--- src/rtl/mem_port_arbiter.sv ---
// Shares one memory bus between the fetch and data ports, data port first.
// Define ARB_PERF_CNT_EN to build the stall and grant performance counters.
module mem_port_arbiter #(
   parameter int unsigned TIMEOUT_CYCLES = 255,
   parameter int unsigned ADDR_W         = 32
) (
   input  logic              clk,
   input  logic              rst,
   input  logic              inst_req,
   input  logic [ADDR_W-1:0] inst_addr,
   output logic [31:0]       inst_rdata,
   output logic              inst_valid,
   input  logic              data_req,
   input  logic [3:0]        data_wen,
   input  logic [ADDR_W-1:0] data_addr,
   input  logic [31:0]       data_wdata,
   output logic [31:0]       data_rdata,
   output logic              data_valid,
   output logic              bus_req,
   output logic [3:0]        bus_wen,
   output logic [ADDR_W-1:0] bus_addr,
   output logic [31:0]       bus_wdata,
   input  logic [31:0]       bus_rdata,
   input  logic              bus_ack,
   output logic              stall,
   output logic              bus_err,
   output logic [31:0]       perf_stall_cnt,
   output logic [31:0]       perf_grant_cnt
);

   typedef enum logic [1:0] {
      S_IDLE,
      S_BUSY_I,
      S_BUSY_D
   } state_t;

   localparam logic [15:0] TO_LAST = 16'(TIMEOUT_CYCLES - 1);

   state_t            r_state;
   logic [15:0]       r_tcnt;
   logic              r_bus_req;
   logic [3:0]        r_bus_wen;
   logic [ADDR_W-1:0] r_bus_addr;
   logic [31:0]       r_bus_wdata;
   logic [31:0]       r_inst_rdata;
   logic [31:0]       r_data_rdata;
   logic              r_inst_valid;
   logic              r_data_valid;
   logic              r_bus_err;

   logic              w_inst_pend;
   logic              w_data_pend;
   logic              w_tmo;
   logic              w_done;
   logic [31:0]       w_ret;

   // A port whose valid is high this cycle is finishing, not requesting.
   assign w_inst_pend = inst_req & ~r_inst_valid;
   assign w_data_pend = data_req & ~r_data_valid;
   assign w_tmo       = (r_tcnt == TO_LAST);
   assign w_done      = bus_ack | w_tmo;
   assign w_ret       = bus_ack ? bus_rdata : 32'h0;

   always_ff @(posedge clk or negedge rst) begin
      if (!rst) begin
         r_state      <= S_IDLE;
         r_tcnt       <= '0;
         r_bus_req    <= 1'b0;
         r_bus_wen    <= '0;
         r_bus_addr   <= '0;
         r_bus_wdata  <= '0;
         r_inst_rdata <= '0;
         r_data_rdata <= '0;
         r_inst_valid <= 1'b0;
         r_data_valid <= 1'b0;
         r_bus_err    <= 1'b0;
      end else begin
         r_inst_valid <= 1'b0;
         r_data_valid <= 1'b0;
         r_bus_err    <= 1'b0;
         unique case (r_state)
            S_IDLE: begin
               if (w_data_pend) begin
                  r_state     <= S_BUSY_D;
                  r_bus_req   <= 1'b1;
                  r_bus_wen   <= data_wen;
                  r_bus_addr  <= data_addr;
                  r_bus_wdata <= data_wdata;
                  r_tcnt      <= '0;
               end else if (w_inst_pend) begin
                  r_state     <= S_BUSY_I;
                  r_bus_req   <= 1'b1;
                  r_bus_wen   <= '0;
                  r_bus_addr  <= inst_addr;
                  r_bus_wdata <= '0;
                  r_tcnt      <= '0;
               end
            end
            S_BUSY_I, S_BUSY_D: begin
               if (w_done) begin
                  r_state   <= S_IDLE;
                  r_bus_req <= 1'b0;
                  // An ack in the timeout cycle still completes normally.
                  r_bus_err <= ~bus_ack;
                  if (r_state == S_BUSY_I) begin
                     r_inst_rdata <= w_ret;
                     r_inst_valid <= 1'b1;
                  end else begin
                     r_data_rdata <= w_ret;
                     r_data_valid <= 1'b1;
                  end
               end else begin
                  r_tcnt <= r_tcnt + 16'd1;
               end
            end
            default: r_state <= S_IDLE;
         endcase
      end
   end

   assign inst_rdata = r_inst_rdata;
   assign inst_valid = r_inst_valid;
   assign data_rdata = r_data_rdata;
   assign data_valid = r_data_valid;
   assign bus_req    = r_bus_req;
   assign bus_wen    = r_bus_wen;
   assign bus_addr   = r_bus_addr;
   assign bus_wdata  = r_bus_wdata;
   assign bus_err    = r_bus_err;
   assign stall      = w_inst_pend | w_data_pend;

`ifdef ARB_PERF_CNT_EN
   logic [31:0] r_perf_stall;
   logic [31:0] r_perf_grant;
   logic        w_grant;

   assign w_grant = (r_state == S_IDLE) & (w_inst_pend | w_data_pend);

   always_ff @(posedge clk or negedge rst) begin
      if (!rst) begin
         r_perf_stall <= '0;
         r_perf_grant <= '0;
      end else begin
         if (stall)   r_perf_stall <= r_perf_stall + 32'd1;
         if (w_grant) r_perf_grant <= r_perf_grant + 32'd1;
      end
   end

   assign perf_stall_cnt = r_perf_stall;
   assign perf_grant_cnt = r_perf_grant;
`else
   assign perf_stall_cnt = 32'h0;
   assign perf_grant_cnt = 32'h0;
`endif

endmodule

--- config.mk ---
export PLATFORM = sky130hd
export DESIGN_NAME = mem_port_arbiter
export DESIGN_NICKNAME = d
export VERILOG_FILES = /design/src/rtl/mem_port_arbiter.sv
export SDC_FILE = /design/constraint.sdc
export NUM_CORES = 1
export LEC_CHECK = 0
export ABC_AREA = 1
export CORE_ASPECT_RATIO = 0.8
export CORE_MARGIN = 5
export CORE_UTILIZATION = 45
export CTS_CLUSTER_DIAMETER = 50
export DETAILED_ROUTE_END_ITERATION = 16
export PLACE_DENSITY = 0.9
export SYNTH_ARGS = -nofsm -noshare
export SYNTH_HDL_FRONTEND = slang
export SYNTH_SLANG_ARGS = --single-unit
--- constraint.sdc ---
create_clock -name clk -period 2.95 [get_ports clk]
set_clock_uncertainty 0.05 [all_clocks]
set_input_delay 0.59 -clock clk [delete_from_list [all_inputs] [get_ports clk]]
set_output_delay 0.59 -clock clk [all_outputs]
set_load 0.01 [all_outputs]
# == Word level (Yosys, flattened, before mapping) ==
# Index checks and enable logic that the tools add are counted.
# op_classes
muxes,27
n_reduce_logical,10
add_sub_neg,1
n_eq_ne,6
bitwise_logic,8
# ops
cell,n
$mux W32,5
$mux W16,3
$pmux W16 S2,1
$add A16 B1 Y16 const B,1
$eq A16 B8 Y1 const B,1
$reduce_and A3 Y1,4
$mux W1,11
$mux W4,2
$mux W2,3
$ne A2 B2 Y1 const B,2
$not A1 Y1,4
$pmux W2 S2,1
$reduce_and A2 Y1,2
$reduce_bool A2 Y1,2
$ne A3 B3 Y1 const B,1
$and A1 B1 Y1,2
$eq A2 B1 Y1 const B,1
$eq A2 B2 Y1 const B,1
$logic_not A2 Y1,1
$or A1 B1 Y1,2
$pmux W1 S2,1
$reduce_or A2 Y1,1
# totals
register_bits,154
elab_cells,63
out_inout_bits,201
input_bits,137

# == Logic depth before layout (Yosys ltp) ==
# Gate-level depths: netlist of the first run.
# logic_depth
word_depth,5
depth_mapped,11
depth_no_buf,10

# == Least setup slack after synthesis of the first run ==
# OpenSTA, ideal clock, no wires.
# synth_timing
path_kind,input to register
start,input port inst_req
end,"register r_bus_addr[10], in the netlist bus_addr[10]"
path_buffers,2
cell_stages,8
arrival_ns,1.510
setup_ns,0.082
slack_ns,1.308
t_required_ns,2.818
path_cell_list,inv_1 > o21ai_2 > inv_1 > buf_2 > nor2_8 > buf_2 > nor2_1 > a31oi_1
# synth_between
elab_chain_cells,3
# synth_lines
item,line_no,text
"start, declared",9,"input logic inst_req,"
$and A1 B1 Y1,58,assign w_inst_pend = inst_req & ~r_inst_valid;
$reduce_bool A2 Y1 (no line),n/a,
$reduce_and A2 Y1 (no line),n/a,
"end signal, assigned",87,r_bus_addr <= data_addr;
"end signal, assigned",94,r_bus_addr <= inst_addr;
"end, declared",43,logic [ADDR_W-1:0] r_bus_addr;
# Every way passes these cells.
# A chain may end at the register's enable or synchronous reset.

# == Worst setup path after layout of the first run ==
# layout_timing
start,input port inst_req
end,output port stall
# layout_between
elab_chain_cells,2
# layout_lines
item,line_no,text
$and A1 B1 Y1,58,
$or A1 B1 Y1,130,assign stall = w_inst_pend | w_data_pend;
"end, declared",25,"output logic stall,"
# Every way passes these cells.

==> flow_metrics.py, run 1 <==
metrics = {
    "logic_synthesis": {
        "synth_edf_count": 0,
        "synth_top_family_by_area": "simple AND/OR/NAND/NOR gates",
        "yosysSeqAreaShare_pct": 52.6,
        "synth_adder_area_share_pct": 0.682,
        "synthCells": 838,
        "synthFlopType": "dfrtp_1",
        "yosysMostFrequentCell": "nand2_1",
        "synth.top_cells.by_area": "dfrtp_1 (53%), nand2_1 (14%), buf_4 (6.7%)",
        "postSynthAreaPerCell_sq_um": 8.75,
        "synth_top_area_cell": "dfrtp_1",
        "synth.distinct_cells": 30,
        "yosys_warnings": 0,
        "synth_compound_area_share_pct": 12.1,
        "yosys.area_share.simple_pct": 22.3,
        "synth_xor_area_share_pct": 0.597,
        "yosys-top-cells-count": "nand2_1 (273), dfrtp_1 (154), buf_4 (65)",
        "synth_seq_cells": 154,
        "synth_mux_area_share_pct": 0,
        "synthArstFlopShare_pct": 100,
        "synth_top_area_share_pct": 52.6,
        "synth_area_sq_um": 7330,
    },
    "detailed_routing": {
        "drtPass1Iterations": 7,
        "wl_per_cell_um": 16.0,
        "drt_iter0_drc": 496,
        "viasPerCell": 4.87,
        "drt_wl_total_um": 21200,
        "detail-route-antenna-nets": 0,
        "via_count": 6448,
        "drc_errors": 0,
    },
    "placement": {
        "dpl_cell_area_sq_um": 9960,
        "place_hpwl_um": 15200,
        "io_buffers": 273,
        "place.gp.congestion": 0.883,
    },
    "global_route": {
        "grt_pass1_wl_um": 33400,
        "grt_remaining_overflow": 0,
        "grt_pass1_vias": 6448,
        "track_usage_pct": 22.2,
        "antenna_found_initial": 0,
        "grt_max_degree": 78,
    },
    "floorplan": {
        "die_height_um": 124,
        "rows": 41,
        "die_w_um": 153,
        "dieArea_sq_um": 19000,
        "initial_core_util_pct": 46.1,
        "core_area_sq_um": 15900,
        "ios": 338,
    },
    "timing": {
        "min_period_ns": 2.43,
        "tns_ns": 0,
        "rsz0062_at_grt": "false",
        "finalCritPeriodShare_pct": 82.4,
        "setup_viol": 0,
        "max_slew_margin_pct": 53.1,
        "worstMarginPinSlew_ns": 0.704,
        "final-hold-violation-count": 0,
        "maxSlewViolCount": 0,
        "fmax_ghz": 0.412,
    },
    "cts": {
        "cts_tree": "yes",
        "clock_sinks": 154,
        "cts_resized": 0,
        "clock_latency_ns": 0.42,
        "post_cts_buffers": 0,
        "cts.reportedPaths.clkPinSlew_ns": 0.07,
        "clock_path_buffers": 2,
        "ctsHoldBuffers": 0,
        "cts.htree.levels": 4,
        "cts_buffers": 17,
        "clock-root-buffer": "clkbuf_16",
    },
    "finish": {
        "num-fill-cells": 1214,
        "area_growth_pct": 44.5,
        "drive_gt1_share_pct": 9.30,
        "stdcell_area_sq_um": 10600,
        "antenna_cells": 0,
        "nets": 1236,
    },
    "critical_path": {
        "cp-startpoint": "inst_req",
        "cp-start-kind": "primary input",
        "crit-reg2reg-launch": "r_tcnt[0]",
        "r2r_slack_ns": 0.89,
        "crit-reg2reg-capture": "data_rdata[22]",
        "worst-setup-path-type": "primary input to output port",
        "cp.arrival_ns": 1.79,
        "crit_required_ns": 2.31,
        "endpoint_kind": "output port",
        "worstPathMaxFanout": 2,
        "ff2ff_path_depth": 10,
    },
    "pwr": {
        "total_leakage_power_nw": 4.92,
        "worst_ir_drop_vdd_mv": 0.546,
        "pwr_density_cell_nw_per_um2": 962,
    },
    "status": {
        "status": "finished, final reports clean",
    },
    "hold_path": {
        "hp-class": "primary input to asynchronous set/reset pin",
    },
    "flow_run": {
        "drv_cap": 0,
    },
}
-- sequential cells by signal (all words and copies together) (netlist names) --
name,flops
data_rdata,32
bus_err,1
inst_rdata,32
r_state,2
r_tcnt,16
inst_valid,1
bus_wen,4
bus_addr,32
data_valid,1
bus_wdata,32
bus_req,1
-- per-layer routing --
metal / up-vias / track usage, % / routed length [um]
li1: 3101 / - / -
met1: 3082 / 25.7 / 8140
met2: 240 / 37.4 / 10500
met3: 25 / 9.83 / 2260
met4: 0 / 7.29 / 322
met5: - / 0 / 0
-- per-stage QoR --
stage               util, %  setup slack (ns)  total power, mW  hold WS (ns)  instances
floorplan                 -              1.31             5.66         0.244        901
global placement       62.6             0.538             7.75         0.408       1291
detailed placement     62.6             0.526             7.90         0.418       1291
CTS                    66.6             0.517             10.3         0.160       1323
global route           66.6             0.504             10.8         0.200       1323
finish                 66.6             0.520             10.2         0.149       1323
-- logic make-up (layout without fill, tap and decap cells) --
logic type / Yosys count / in the layout
buffers and inverters: 137 / 344
AND/OR/NAND/NOR: 398 / 398
AO/OA/AOI/OAI: 139 / 139
adder cells (fa/ha/maj): 4 / 4
flip-flops: 154 / 154
other: 1 / 64
XOR/XNOR: 5 / 5
-- cell type report --
| cell class | instances | area [sq um] | area share [%] |
|---|---|---|---|
| Timing Repair Buffer | 287 | 2890 | 27.3 |
| Clock inverter | 15 | 213 | 2.01 |
| Tap cell | 215 | 269 | 2.54 |
| Clock buffer | 17 | 425 | 4.01 |
| Sequential cell | 154 | 3850 | 36.4 |
| Inverter | 25 | 93.8 | 0.886 |
| Multi-Input combinational cell | 610 | 2850 | 26.9 |
-- power by group --
| part | switching (mW) | internal [mW] |
|---|---|---|
| sequential | 0.456 | 2.93 |
| clock | 0.961 | 1.37 |
| combinational | 2.32 | 2.16 |
| total | 3.74 | 6.46 |
-- cell usage in the layout, fill, tap and decap left out --
master | Yosys | routed
buf_6 | 12 | 1
xor2_1 | 3 | 3
conb_1 | 1 | 64
dfrtp_1 | 154 | 154
o21ai_0 | 43 | 43
ha_1 | 4 | 4
nand3_2 | 2 | 2
clkdlybuf4s50_1 | 0 | 272
nand2_1 | 273 | 273
nor2_2 | 1 | 1
nor2_8 | 1 | 1
inv_6 | 0 | 3
nor3_1 | 2 | 2
nor2_4 | 1 | 1
a21oi_1 | 1 | 1
inv_8 | 0 | 1
nand2_2 | 5 | 5
nor2_1 | 52 | 52
xnor2_1 | 2 | 2
buf_4 | 65 | 10
buf_12 | 0 | 4
inv_2 | 2 | 3
or2_2 | 4 | 4
nand4_1 | 3 | 3
nand3_1 | 54 | 54
clkbuf_16 | 0 | 17
bufinv_16 | 0 | 3
o21ai_1 | 22 | 22
clkinv_8 | 0 | 2
clkinv_4 | 0 | 6
inv_1 | 22 | 22
a31oi_1 | 33 | 33
o21bai_1 | 1 | 1
o21ai_2 | 39 | 39
-- worst max path at each step --
| stage | to | slack [ns] |
|---|---|---|
| after CTS | stall | 0.52 |
| final | stall | 0.52 |
| after global routing | stall | 0.50 |
| after detailed placement | stall | 0.53 |
| after global placement | stall | 0.54 |
| after floorplan | bus_addr[10] | 1.31 |
-- worst max-delay path, cell delays in order --
cell and delay, ns:
clkdlybuf4s50_1 0.46, inv_1 0.05, o21ai_2 0.13, clkdlybuf4s50_1 0.56
Power figures use the tool's default switching activity.
==> run 2: changes to the inputs <==
--- a/config.mk
+++ b/config.mk
@@ -8,10 +8,10 @@
 export ABC_AREA = 1
 export CORE_ASPECT_RATIO = 0.8
 export CORE_MARGIN = 5
-export CORE_UTILIZATION = 45
+export CORE_UTILIZATION = 42
 export CTS_CLUSTER_DIAMETER = 50
 export DETAILED_ROUTE_END_ITERATION = 16
-export PLACE_DENSITY = 0.9
+export PLACE_DENSITY = 0.85
 export SYNTH_ARGS = -nofsm -noshare
 export SYNTH_HDL_FRONTEND = slang
 export SYNTH_SLANG_ARGS = --single-unit
==> constraint.sdc (replaced) <==
create_clock -name clk -period 2.3 [get_ports clk]
set_clock_uncertainty 0.05 [all_clocks]
set_input_delay 0.46 -clock clk [delete_from_list [all_inputs] [get_ports clk]]
set_output_delay 0.46 -clock clk [all_outputs]
set_load 0.01 [all_outputs]
==> flow_metrics.py, run 2 (synthesis gave the netlist of run 1 again) <==
metrics = {
    "critical_path": {
        "endpoint_kind": "output port",
        "cp-startpoint": "inst_req",
        "crit-reg2reg-launch": "r_state[0]",
        "cp-start-kind": "primary input",
        "crit_required_ns": 1.79,
        "cp.arrival_ns": 1.65,
        "worst-setup-path-type": "primary input to output port",
        "worstPathMaxFanout": 2,
    },
    "finish": {
        "area_growth_pct": 45.6,
        "final_util_pct": 61.8,
        "final_common_cell": "nand2_1",
        "multi_input_area_sq_um": 2850,
        "area.sequential_sq_um": 3850,
        "layout_common_cells": "nand2_1 (273), clkdlybuf4s50_1 (272), dfrtp_1 (154), conb_1 (64), nand3_1 (54)",
        "stdcell_area_sq_um": 10700,
        "num-fill-cells": 1401,
        "drive_gt1_share_pct": 9.53,
        "nets": 1240,
    },
    "timing": {
        "min_period_ns": 2.16,
        "worst_slack_ns": 0.136,
        "maxSlewViolCount": 0,
        "max_slew_margin_pct": 56.9,
        "fmax_ghz": 0.462,
        "finalCritPeriodShare_pct": 94.1,
        "final-hold-violation-count": 0,
        "setup_viol": 0,
        "rsz0062_at_grt": "false",
        "worstMarginPinSlew_ns": 0.646,
        "tns_ns": 0,
    },
    "floorplan": {
        "rows": 43,
        "dieArea_sq_um": 20200,
        "ios": 338,
        "die_w_um": 158,
        "die_height_um": 128,
        "initial_core_util_pct": 42.5,
        "core_area_sq_um": 17300,
    },
    "cts": {
        "cts_resized": 0,
        "clock-root-buffer": "clkbuf_16",
        "clock_latency_ns": 0.42,
        "cts_tree": "yes",
        "cts.reportedPaths.clkPinSlew_ns": 0.06,
        "clock_sinks": 154,
        "cts.htree.levels": 4,
        "cts_buffers": 17,
        "clock_path_buffers": 2,
    },
    "placement": {
        "place.gp.congestion": 0.877,
        "dpl_cell_area_sq_um": 10000,
        "io_buffers": 273,
        "dp_slack_ns": 0.139,
        "place_hpwl_um": 15400,
    },
    "detailed_routing": {
        "drtPass1Iterations": 5,
        "via_count": 6532,
        "wl_per_cell_um": 16.2,
        "drt_iter0_drc": 361,
        "drt_wl_total_um": 21700,
        "viasPerCell": 4.88,
        "drc_errors": 0,
        "detail-route-antenna-nets": 0,
    },
    "flow_run": {
        "drv_cap": 0,
    },
    "global_route": {
        "grt_max_degree": 65,
        "grt_remaining_overflow": 0,
        "grt_pass1_wl_um": 33300,
        "track_usage_pct": 20.8,
        "antenna_found_initial": 1,
        "grt_pass1_vias": 6381,
    },
    "pwr": {
        "worst_ir_drop_vdd_mv": 0.680,
        "pwr_density_cell_nw_per_um2": 1230,
        "total_leakage_power_nw": 4.95,
        "finalPower_mw": 13.2,
    },
    "hold_path": {
        "hp-class": "flop to flop",
        "worstHoldStart": "r_state[1]",
    },
    "status": {
        "status": "finished, final reports clean",
    },
}
-- run 2: cell count changes in the layout (fill, tap and decap cells not counted), sizes merged --
| cell | before | now |
|---|---|---|
| clkinvlp | 0 | 2 |
| buf | 15 | 18 |
| diode | 0 | 1 |
| inv | 29 | 32 |
| dlygate4sd3 | 0 | 1 |
| clkinv | 8 | 3 |
-- run 2: metal layers --
layer  share of wire [%]  GRT usage [%]  vias to the layer above
met5                   0              0                        -
met4                 2.2           7.08                        0
met3                  11           8.94                       38
met2                  48           33.8                      261
met1                  39           24.9                     3121
li1                    -              -                     3112
-- run 2: power breakdown --
part | internal, mW | leakage, nW | switching, mW
registers | 3.76 | 1.96 | 0.585
clock network | 1.75 | 0.302 | 1.25
logic | 2.82 | 2.68 | 3.00
-- run 2: final timing paths --
kind / end / slack (ns) / cells after the start
worst max-delay path: stall / 0.14 / 4
worst min-delay path: r_state[1] / 0.43 / 2
worst max register to register: r_tcnt[12] / 0.32 / 9
worst min register to register: r_state[1] / 0.43 / 2
max in group asynchronous: bus_wdata[4] / 1.06 / 3
min in group asynchronous: data_rdata[2] / 0.49 / 2
-- run 2: area by class of cell --
type                       count  share of cell area, %
sequential                   154                   36.1
clock inverter                15                   1.92
tap                          225                   2.64
inverter                      25                  0.879
antenna                        1                 0.0234
multi-input combinational    610                   26.7
clock buffer                  17                   3.99
timing repair buffer         291                   27.7
-- run 2: timing repair --
| item | in CTS | in global routing |
|---|---|---|
| endpoints found under the hold margin | 43 | 0 |
| buffers inserted | 0 | 0 |
| hold buffers | 1 | 0 |
| setup endpoints to repair | 0 | 0 |
-- run 2: metrics by stage --
stage,cells,hold slack (ns)
2_1_floorplan,901,0.114
3_3_place_gp,1304,0.392
3_5_place_dp,1304,0.386
4_1_cts,1337,0.427
5_1_grt,1338,0.455
6_report,1338,0.427
-- run 2: critical path, cell delays in order --
cell             delay, ns
clkdlybuf4s50_1       0.45
inv_1                 0.04
o21ai_2               0.12
clkdlybuf4s50_1       0.57
